File: src/rtl/exe_muldiv_ctrl_pkg.sv
// Shared encodings for the EXE-stage multiply/divide controller.
package exe_muldiv_ctrl_pkg;

    typedef enum logic [2:0] {
        S_IDLE  = 3'd0,
        S_ISSUE = 3'd1,
        S_WAIT  = 3'd2,
        S_DONE  = 3'd3,
        S_DRAIN = 3'd4
    } state_e;

    typedef enum logic {
        OP_MUL = 1'b0,
        OP_DIV = 1'b1
    } op_e;

    localparam logic [31:0] DIVZ_RESULT = 32'hFFFF_FFFF;

endpackage

File: src/rtl/exe_muldiv_ctrl.sv
// EXE-stage sequencer for a multi-cycle mul/div unit: issues one operation,
// stalls the front of the pipe, handles flush/drain and timeout, writes back.
module exe_muldiv_ctrl #(
    parameter int          TIMEOUT     = 63,
    parameter logic [31:0] DIVZ_RESULT = exe_muldiv_ctrl_pkg::DIVZ_RESULT
) (
    input  logic        clk,
    input  logic        rst,
    input  logic        req_valid,
    input  logic        req_op,
    input  logic [31:0] req_a,
    input  logic [31:0] req_b,
    input  logic [4:0]  req_rd,
    input  logic        flush,
    input  logic        unit_valid,
    input  logic [31:0] unit_result,
    output logic        unit_start,
    output logic        unit_op,
    output logic [31:0] unit_a,
    output logic [31:0] unit_b,
    output logic        stall,
    output logic        wb_valid,
    output logic [4:0]  wb_rd,
    output logic [31:0] wb_data,
    output logic        wb_err
);
    import exe_muldiv_ctrl_pkg::*;

    localparam int             CW      = $clog2(TIMEOUT + 1);
    localparam logic [CW-1:0]  TO_LAST = CW'(TIMEOUT - 1);

    state_e         state_q;
    logic           op_q;
    logic [31:0]    a_q;
    logic [31:0]    b_q;
    logic [4:0]     rd_q;
    logic [31:0]    data_q;
    logic           err_q;
    logic [CW-1:0]  wcnt_q;
    logic [CW-1:0]  wcnt_d;
    logic           timeout_hit;
    logic           accept;
    logic           divz;

    assign accept      = req_valid && !flush;
    assign divz        = (req_op == OP_DIV) && (req_b == 32'd0);
    assign wcnt_d      = wcnt_q + CW'(1);
    // ">=" so a count carried from WAIT into DRAIN still terminates.
    assign timeout_hit = (wcnt_q >= TO_LAST);

    always_ff @(posedge clk or posedge rst) begin
        if (rst) begin
            state_q <= S_IDLE;
            op_q    <= 1'b0;
            a_q     <= '0;
            b_q     <= '0;
            rd_q    <= '0;
            data_q  <= '0;
            err_q   <= 1'b0;
            wcnt_q  <= '0;
        end else begin
            case (state_q)
                S_IDLE: begin
                    if (accept) begin
                        rd_q  <= req_rd;
                        err_q <= 1'b0;
                        // Divide by zero bypasses the unit, so the issue operands stay untouched.
                        if (divz) begin
                            data_q  <= DIVZ_RESULT;
                            state_q <= S_DONE;
                        end else begin
                            op_q    <= req_op;
                            a_q     <= req_a;
                            b_q     <= req_b;
                            state_q <= S_ISSUE;
                        end
                    end
                end
                S_ISSUE: begin
                    wcnt_q  <= '0;
                    state_q <= flush ? S_DRAIN : S_WAIT;
                end
                S_WAIT: begin
                    wcnt_q <= wcnt_d;
                    if (flush) begin
                        // A result arriving with the flush is already the one to discard.
                        state_q <= unit_valid ? S_IDLE : S_DRAIN;
                    end else if (unit_valid) begin
                        data_q  <= unit_result;
                        err_q   <= 1'b0;
                        state_q <= S_DONE;
                    end else if (timeout_hit) begin
                        data_q  <= '0;
                        err_q   <= 1'b1;
                        state_q <= S_DONE;
                    end
                end
                S_DRAIN: begin
                    wcnt_q <= wcnt_d;
                    if (unit_valid || timeout_hit) begin
                        state_q <= S_IDLE;
                    end
                end
                S_DONE: begin
                    state_q <= S_IDLE;
                end
                default: begin
                    state_q <= S_IDLE;
                end
            endcase
        end
    end

    assign unit_start = (state_q == S_ISSUE);
    assign unit_op    = op_q;
    assign unit_a     = a_q;
    assign unit_b     = b_q;

    // DONE releases the stall so EXE advances in the writeback cycle.
    assign stall = ((state_q == S_IDLE) && accept) ||
                   (state_q == S_ISSUE) || (state_q == S_WAIT) || (state_q == S_DRAIN);

    assign wb_valid = (state_q == S_DONE) && !flush;
    assign wb_rd    = rd_q;
    assign wb_data  = data_q;
    assign wb_err   = err_q;

endmodule
File: config.mk
export PLATFORM = sky130hd
export DESIGN_NAME = exe_muldiv_ctrl
export DESIGN_NICKNAME = d
export VERILOG_FILES = /design/src/rtl/exe_muldiv_ctrl_pkg.sv /design/src/rtl/exe_muldiv_ctrl.sv
export SDC_FILE = /design/constraint.sdc
export NUM_CORES = 1
export LEC_CHECK = 0
export BUFFER_PORTS_ARGS = -buffer_cell sky130_fd_sc_hd__buf_2
export CAP_MARGIN = 20
export CORE_MARGIN = 5
export CORE_UTILIZATION = 40
export CTS_CLUSTER_SIZE = 8
export DETAILED_ROUTE_END_ITERATION = 16
export GPL_ROUTABILITY_DRIVEN = 0
export GPL_TIMING_DRIVEN = 0
export PLACE_DENSITY = 0.67
export SLEW_MARGIN = 5
export SYNTH_ARGS = -nofsm -noshare
export SYNTH_HDL_FRONTEND = slang
export SYNTH_SLANG_ARGS = --single-unit
export TNS_END_PERCENT = 20
File: constraint.sdc
create_clock -name clk -period 4.8 [get_ports clk]
set_input_delay 0.48 -clock clk [delete_from_list [all_inputs] [get_ports clk]]
set_output_delay 0.48 -clock clk [all_outputs]
set_load 0.005 [all_outputs]
### After elaboration in Yosys (flattened, before gate mapping)

Cells that the tools add are included.
Widths: inputs -> output; s select.

* bits in latches: 0
* bits in writable memories: 0
* memories kept: 0
* bits of input ports: 107
* bits in registers: 112
* memory bits (read-only): 0

* shift-type cells: 0
* reductions and logical operators: 19
* $mul: 0
* add/subtract/negate cells: 1
* divide/modulo/power cells: 0
* muxes and demuxes: 21
* bitwise gates (word level): 1
* equal/unequal tests: 10
* $lt $le $gt $ge: 1

Operators with widths (number)
* $mux 32: 5
* $pmux 32 s2: 1
* $logic_not 32->1: 1
* $mux 3: 7
* $pmux 3 s4: 1
* $pmux 6 s2: 1
* $ne 2x2->1 const B: 4
* $add 6x1->6 const B: 1
* $eq 3x2->1 const B: 2
* $ge 6x6->1 const B: 1
* $reduce_and 3->1: 2
* $reduce_and 5->1: 1
* $logic_and 1x1->1: 4
* $logic_or 1x1->1: 4
* $mux 1: 4
* $ne 4x4->1 const B: 1
* $reduce_and 4->1: 1
* $reduce_bool 2->1: 2
* $eq 3x1->1 const B: 1
* $eq 3x3->1 const B: 1
* $logic_not 3->1: 1
* $ne 3x3->1 const B: 1
* $mux 2: 1
* $pmux 1 s2: 1
* other kinds (4): 4

### Longest topological paths before layout

Gate-level depths: netlist (run 1).

* word-level depth: 6
* mapped depth: 9
* depth with buffers taken out: 6

### Least setup slack after synthesis (run 1)

No wires, ideal clock.

* kind: register -> output
* from: reg state_q[1]
* to: out stall
* cell stages (with the launch flop): 6
* path buffers: 2
* data arrival time: 1.384 ns
* path slack: 2.936 ns
* cell sequence: dfrtp_1 -> buf_2 -> nor4_4 -> nand2_1 -> clkbuf_1 -> nand2_1

* cells in the longest elaborated chain, start to end: 5
* elaborated cells between the ends (all ways): 8

Ends and longest elaborated chain
* start: declaration: RTL line exe_muldiv_ctrl.sv:32 `state_e state_q;`
* start signal: assignment: RTL line exe_muldiv_ctrl.sv:81 `state_q <= flush ? S_DRAIN : S_WAIT;`
* start signal: assignment: RTL line exe_muldiv_ctrl.sv:87 `state_q <= unit_valid ? S_IDLE : S_DRAIN;`
* $logic_not 3->1: RTL line exe_muldiv_ctrl.sv:120 `assign stall = ((state_q == S_IDLE) && accept) ||`
* $logic_and 1x1->1: RTL line exe_muldiv_ctrl.sv:120
* $logic_or 1x1->1: RTL line exe_muldiv_ctrl.sv:120
* $logic_or 1x1->1: RTL line exe_muldiv_ctrl.sv:121 `(state_q == S_ISSUE) || (state_q == S_WAIT) || (state_q == S_DRAIN);`
* $logic_or 1x1->1 (*): RTL line exe_muldiv_ctrl.sv:121
* end: declaration: RTL line exe_muldiv_ctrl.sv:21 `output logic stall,`

Mark *: on every way between the ends. The rest lies on a longest branch, timed or not.

### Worst setup path in the final report (run 1)

Same ends and word-level chain as after synthesis.

==> impl_results.md, run 1 <==
* Root buf cell: clkbuf_16
* Worst-margin pin slew at 666.8 ps
* Total global-route track usage at 21.44%
* Yosys cell types at 39
* Crit path kind: reg2out
* Syn nets at 785
* Final worst setup slack at 1944 ps
* Mean Syn Cell Area at 8.727 um^2
* PortBufs at 210
* Placed instance count at 1071
* Die height at 131.4 um
* # clock sinks at 112
* Setup Skew at 8.826 ps
* Maximum fanout along the worst path at 10
* Worst path cell trace: buf_2, nor4_4, nand2_1, clkbuf_1, nand2_1, buf_2
* Clock-pin transition on the worst setup and hold timing paths at 70 ps
* Final Total Pwr at 3.294 mW
* Fillers at 1415
* Setup TNS Final at 0 ps
* WL final at 18990 um
* Psw at 1.069 mW
* PwrDens at 436.9 mW/mm^2
* Post-DP HPWL at 13890 um
* H-tree depth at 3
* Synthesized cell area at 0.005899 mm^2
* Max Cap Violations at 0
* Most common cell in the synthesized netlist: dfrtp_1
* Ys Warns at 0
* Grt ovf at 0
* Final min period at 2856 ps
* DRT antenna net count at 0
* Core area at 0.01448 mm^2
* Worst hold-check path type: in2async
* Clock Power Share at 25.3%
* Leak Pwr at 3.701 nW
* Std-Cell Rows at 44
* Initial antenna violation count at 2
* Worst Path Required at 4320 ps
* Synth area leaders: dfrtp_1, nand3_1, nand4_1, nand2_1, a21oi_1
* 1st-pass router iterations at 5
* Placed cell areas at 0.007213 mm^2
* Post-route DRC at 0
* Max-slew violation count at 0
* Final setup fails at 0
* CP max stage cell: nor4_4
* Cells after Synth at 676
* Part of the power in registers at 44.5%
* Area Overhead vs Synth at 27.80%
* TritonCTS Buffers at 9
* RSZ-0062 raised after global routing: no
* Startpoint types: flop
* Worst skew pair latency at 360 ps
* Register bit total from synthesis at 112
* Slew headroom at 55.30%
* Max frequency at 0.3502 GHz
* Status: completed
* Die Width at 131.4 um
* Final Cell Area at 0.007540 mm^2
* Max VDD drop at 0.2200 mV
* Layout Utilization at 52.07%
* Post-CTS Setup Repair Bufs at 0
* Dominant cell type by area after synthesis: dfrtp_1
* Crit path largest cell delay at 550 ps
* WL per Instance at 17.45 um
* Main flop type after synthesis: dfrtp_1
* Drt first-iter violations at 409
* Layout cells sized above 1 at 27.83%
* Pin count of the biggest net entering global routing at 77
* Post-synth EDFFs at 0
* Final hold vios at 0
* Hold-fix buffers, CTS at 0
* Sequential-to-total area share from yosys stat at 47.51%
* Final cycle utilization of the critical path at 59.49%
* Routed vias at 6190
* Hold WS at 103.7 ps
* Vias/cell at 5.689
* Pre-CTS setup slack at 2270 ps
* IO Pins at 213
* Synth top cells by count: dfrtp_1, nand2_1, nand3_1
* CTS tree: done
* Clock Path Buffers at 2
* Yosys top cell area share at 47.51%
* Vias in the first global route at 6036
* Initial core utilization at 40.74%
* Total Nets Final at 1007
* CP Capture Type: primary output
* CTS resizes at 0
* First-pass GRT wire length at 30980 um
* Combinational power share at 30.2%
* Sw frac at 32.46%
* Worst Path Arrival at 2380 ps
* Power Internal at 2.225 mW
* Full die area at 0.01728 mm^2
* Cell Count, Final, Fillers Out at 1088
* Fraction of registers with async set/reset at 100.0%
## flip-flops by register name, indices dropped and copies added, names as in the netlist
name / flops
unit_a: 32
state_q: 3
unit_op: 1
wb_err: 1
unit_b: 32
wb_rd: 5
wcnt_q: 6
wb_data: 32
## area by class of cell
class                           instances  area [um^2]  share of cell area (%)
Antenna cell                            2        5.005                 0.06638
Clock buffer                           12        256.5                   3.402
Timing Repair Buffer                  211         1079                   14.30
Sequential cell                       112         2803                   37.17
Buffer                                 73        306.5                   4.066
Multi-Input combinational cell        485         2768                   36.71
Clock inverter                          3        65.06                  0.8629
Inverter                                6        27.53                  0.3651
Tap cell                              184        230.2                   3.053
## final timing paths
kind / start / end / slack, ps / cells past startpoint
hold reg to reg: wb_rd[4] / wb_rd[4] / 480 / 2
setup / recovery: state_q[1] / stall / 1940 / 6
min in group clk: req_rd[1] / wb_rd[1] / 310 / 3
max in group asynchronous: rst / wb_rd[0] / 4000 / 3
setup reg to reg: state_q[1] / unit_a[31] / 2580 / 6
hold / removal: rst / wb_data[7] / 100 / 2
## metal layers
metal | up-vias | share of wire (%) | track usage [%]
met1 | 2989 | 43 | 28.15
met3 | 39 | 5.4 | 4.587
met2 | 206 | 49 | 34.99
met4 | 2 | 2.7 | 7.886
li1 | 2954 | - | -
met5 | - | 0.037 | 0
## kinds of logic after synthesis
family                   synth area share (%)
multiplexers                           0.1909
adder cells (fa/ha/maj)                0.4241
AND/OR/NAND/NOR                         26.24
AO/OA/AOI/OAI                           19.92
XOR/XNOR                               0.1485
flip-flops                              47.51
buffers and inverters                   5.578
## cells in the final DEF (no fill, tap or decap), types with 7 or more instances in the layout
cell,Yosys,layout
nand3_1,98,98
nand4_1,67,67
clkbuf_16,0,9
a21oi_1,56,56
nor4_1,7,7
clkbuf_1,50,51
nor2_1,11,11
buf_2,20,230
nand2_1,107,107
a2bb2oi_1,32,32
dfrtp_1,112,112
a21o_1,33,33
a22oi_1,32,32
## power by group through the flow
stage               Clock [mW]  Sequential, mW  Combinational [mW]
floorplan                    0            1.48               0.486
global placement             0            1.47               0.988
detailed placement           0            1.48                1.01
CTS                      0.851            1.47                1.01
global route             0.887            1.51                1.10
finish                   0.834            1.47               0.993
## worst max-delay path: cells and delay by family, from the launching register on
kind,cells,cell delay (ps)
and+or+nand+nor,3,1020
DFF,1,360
buffers and inverters,3,630
Power figures use the tool's default switching activity.
==> run 2, diff against run 1 <==
--- a/config.mk
+++ b/config.mk
@@ -13,7 +13,7 @@
 export DETAILED_ROUTE_END_ITERATION = 16
 export GPL_ROUTABILITY_DRIVEN = 0
 export GPL_TIMING_DRIVEN = 0
-export PLACE_DENSITY = 0.67
+export PLACE_DENSITY = 0.69
 export SLEW_MARGIN = 5
 export SYNTH_ARGS = -nofsm -noshare
 export SYNTH_HDL_FRONTEND = slang
==> constraint.sdc (replaced) <==
create_clock -name clk -period 2.5 [get_ports clk]
set_input_delay 0.25 -clock clk [delete_from_list [all_inputs] [get_ports clk]]
set_output_delay 0.25 -clock clk [all_outputs]
set_load 0.005 [all_outputs]
==> run 2 against run 1 <==
  * First-iteration DRC count grew 2.9%
  * Cell count grew 0.55%
  * Flip-flop and latch count is the same
  * Critical path type unchanged
==> impl_results.md, run 2 (synthesis results as in run 1) <==
* Worst skew pair latency at 360 ps
* PwrDens at 810.6 mW/mm^2
* Crit. Startpoint: state_q[0]
* Hold Path Depth at 3
* Vias/cell at 5.673
* Worst Path Arrival at 1950 ps
* Startpoint types: flop
* Clock-pin transition on the worst setup and hold timing paths at 70 ps
* Layout cells sized above 1 at 28.19%
* Final min period at 2197 ps
* Routed vias at 6206
* DRT antenna net count at 0
* RSZ-0062 raised after global routing: no
* TritonCTS Buffers at 9
* Grt ovf at 0
* Max VDD drop at 0.4418 mV
* Full die area at 0.01728 mm^2
* Worst hold-check path type: in2reg
* Core area at 0.01448 mm^2
* Final Total Pwr at 6.121 mW
* Die height at 131.4 um
* Post-DP HPWL at 13980 um
* Pin count of the biggest net entering global routing at 39
* IO Pins at 213
* Crit path kind: reg2out
* Max-slew violation count at 0
* Clock Path Buffers at 2
* H-tree depth at 3
* CTS tree: done
* Commonest non-fill, non-tap cells in the layout: buf_2, dfrtp_1, nand2_1
* Commonest non-fill, non-tap cell in the layout: buf_2
* Die Width at 131.4 um
* Final setup fails at 0
* Min-delay src: req_rd[0]
* Status: completed
* Worst Path Required at 2250 ps
* Reg-to-Reg Start: state_q[1]
* Max Cap Violations at 0
* 1st-pass router iterations at 4
* Final cycle utilization of the critical path at 87.88%
* Leak Pwr at 3.705 nW
* Root buf cell: clkbuf_16
* Total global-route track usage at 21.05%
* Std-Cell Rows at 44
* Initial core utilization at 40.74%
* First-pass GRT wire length at 30600 um
* Maximum fanout along the worst path at 10
* Setup TNS Final at 0 ps
* # clock sinks at 112
* Max frequency at 0.4551 GHz
* Drt first-iter violations at 421
* Final hold vios at 0
* WL final at 19140 um
* Slew headroom at 56.63%
* Worst-margin pin slew at 647.0 ps
* PortBufs at 210
* Initial antenna violation count at 2
* Area Overhead vs Synth at 28.00%
* WL per Instance at 17.49 um
* R2r worst-path depth at 7
* Vias in the first global route at 6013
* Setup Skew at 11.11 ps
* Post-route DRC at 0
* Total Nets Final at 1012
* CP Capture Type: primary output
==> run 2: routing by layer <==
layer	track usage, %	up-vias	share of wire [%]
li1	-	2953	-
met1	28.82	3003	44
met4	7.829	0	2.7
met2	33.44	216	47
met3	3.823	34	5.7
met5	0	-	0
==> run 2: path summary, 6_finish.rpt <==
kind                                to  slack, ps
setup reg to reg           wb_data[11]        490
min in group asynchronous   unit_a[21]        420
hold / removal                wb_rd[0]         90
setup / recovery                 stall        300
max in group asynchronous     wb_rd[1]       1320
hold reg to reg               wb_rd[2]        470
==> run 2: layout make-up <==
class	count	area, um^2
tap	184	230.2
antenna	2	5.005
buffer	73	306.5
fill	1405	6928
sequential	112	2803
timing repair buffer	216	1136
clock buffer	12	246.5
inverter	6	26.28
multi-input combinational	485	2770
clock inverter	4	27.53
==> run 2: timing repair <==
item	in CTS	in global routing
setup buffers	0	2
pin swaps	1	1
endpoints found under the hold margin	14	0
hold buffers	1	0
endpoints found under the setup margin	1	1
resized for setup	1	0
==> run 2: critical path, cell delays in order (launching register included) <==
cell,delay [ps]
dfrtp_1,430
nor4_4,430
nand2_2,220
clkbuf_1,290
nand2_1,110
buf_2,120
==> run 2: power by group <==
group	switching (mW)	internal, mW
clock	0.685	0.708
combinational	0.949	0.963
sequential	0.424	2.39
==> run 2: through the flow <==
step | area [um^2] | util (%) | cells | setup WS [ps] | hold WS (ps)
3_5_place_dp | 7244 | 50.03 | 1073 | 278.4 | 268.4
5_1_grt | 7551 | 52.15 | 1094 | 142.8 | 98.27
3_3_place_gp | 7184 | 49.62 | 1070 | 14.18 | 448.9
2_1_floorplan | 5903 | - | 676 | 788.2 | 355.4
4_1_cts | 7531 | 52.01 | 1090 | 63.91 | 80.66
6_report | 7551 | 52.15 | 1094 | 302.9 | 85.69
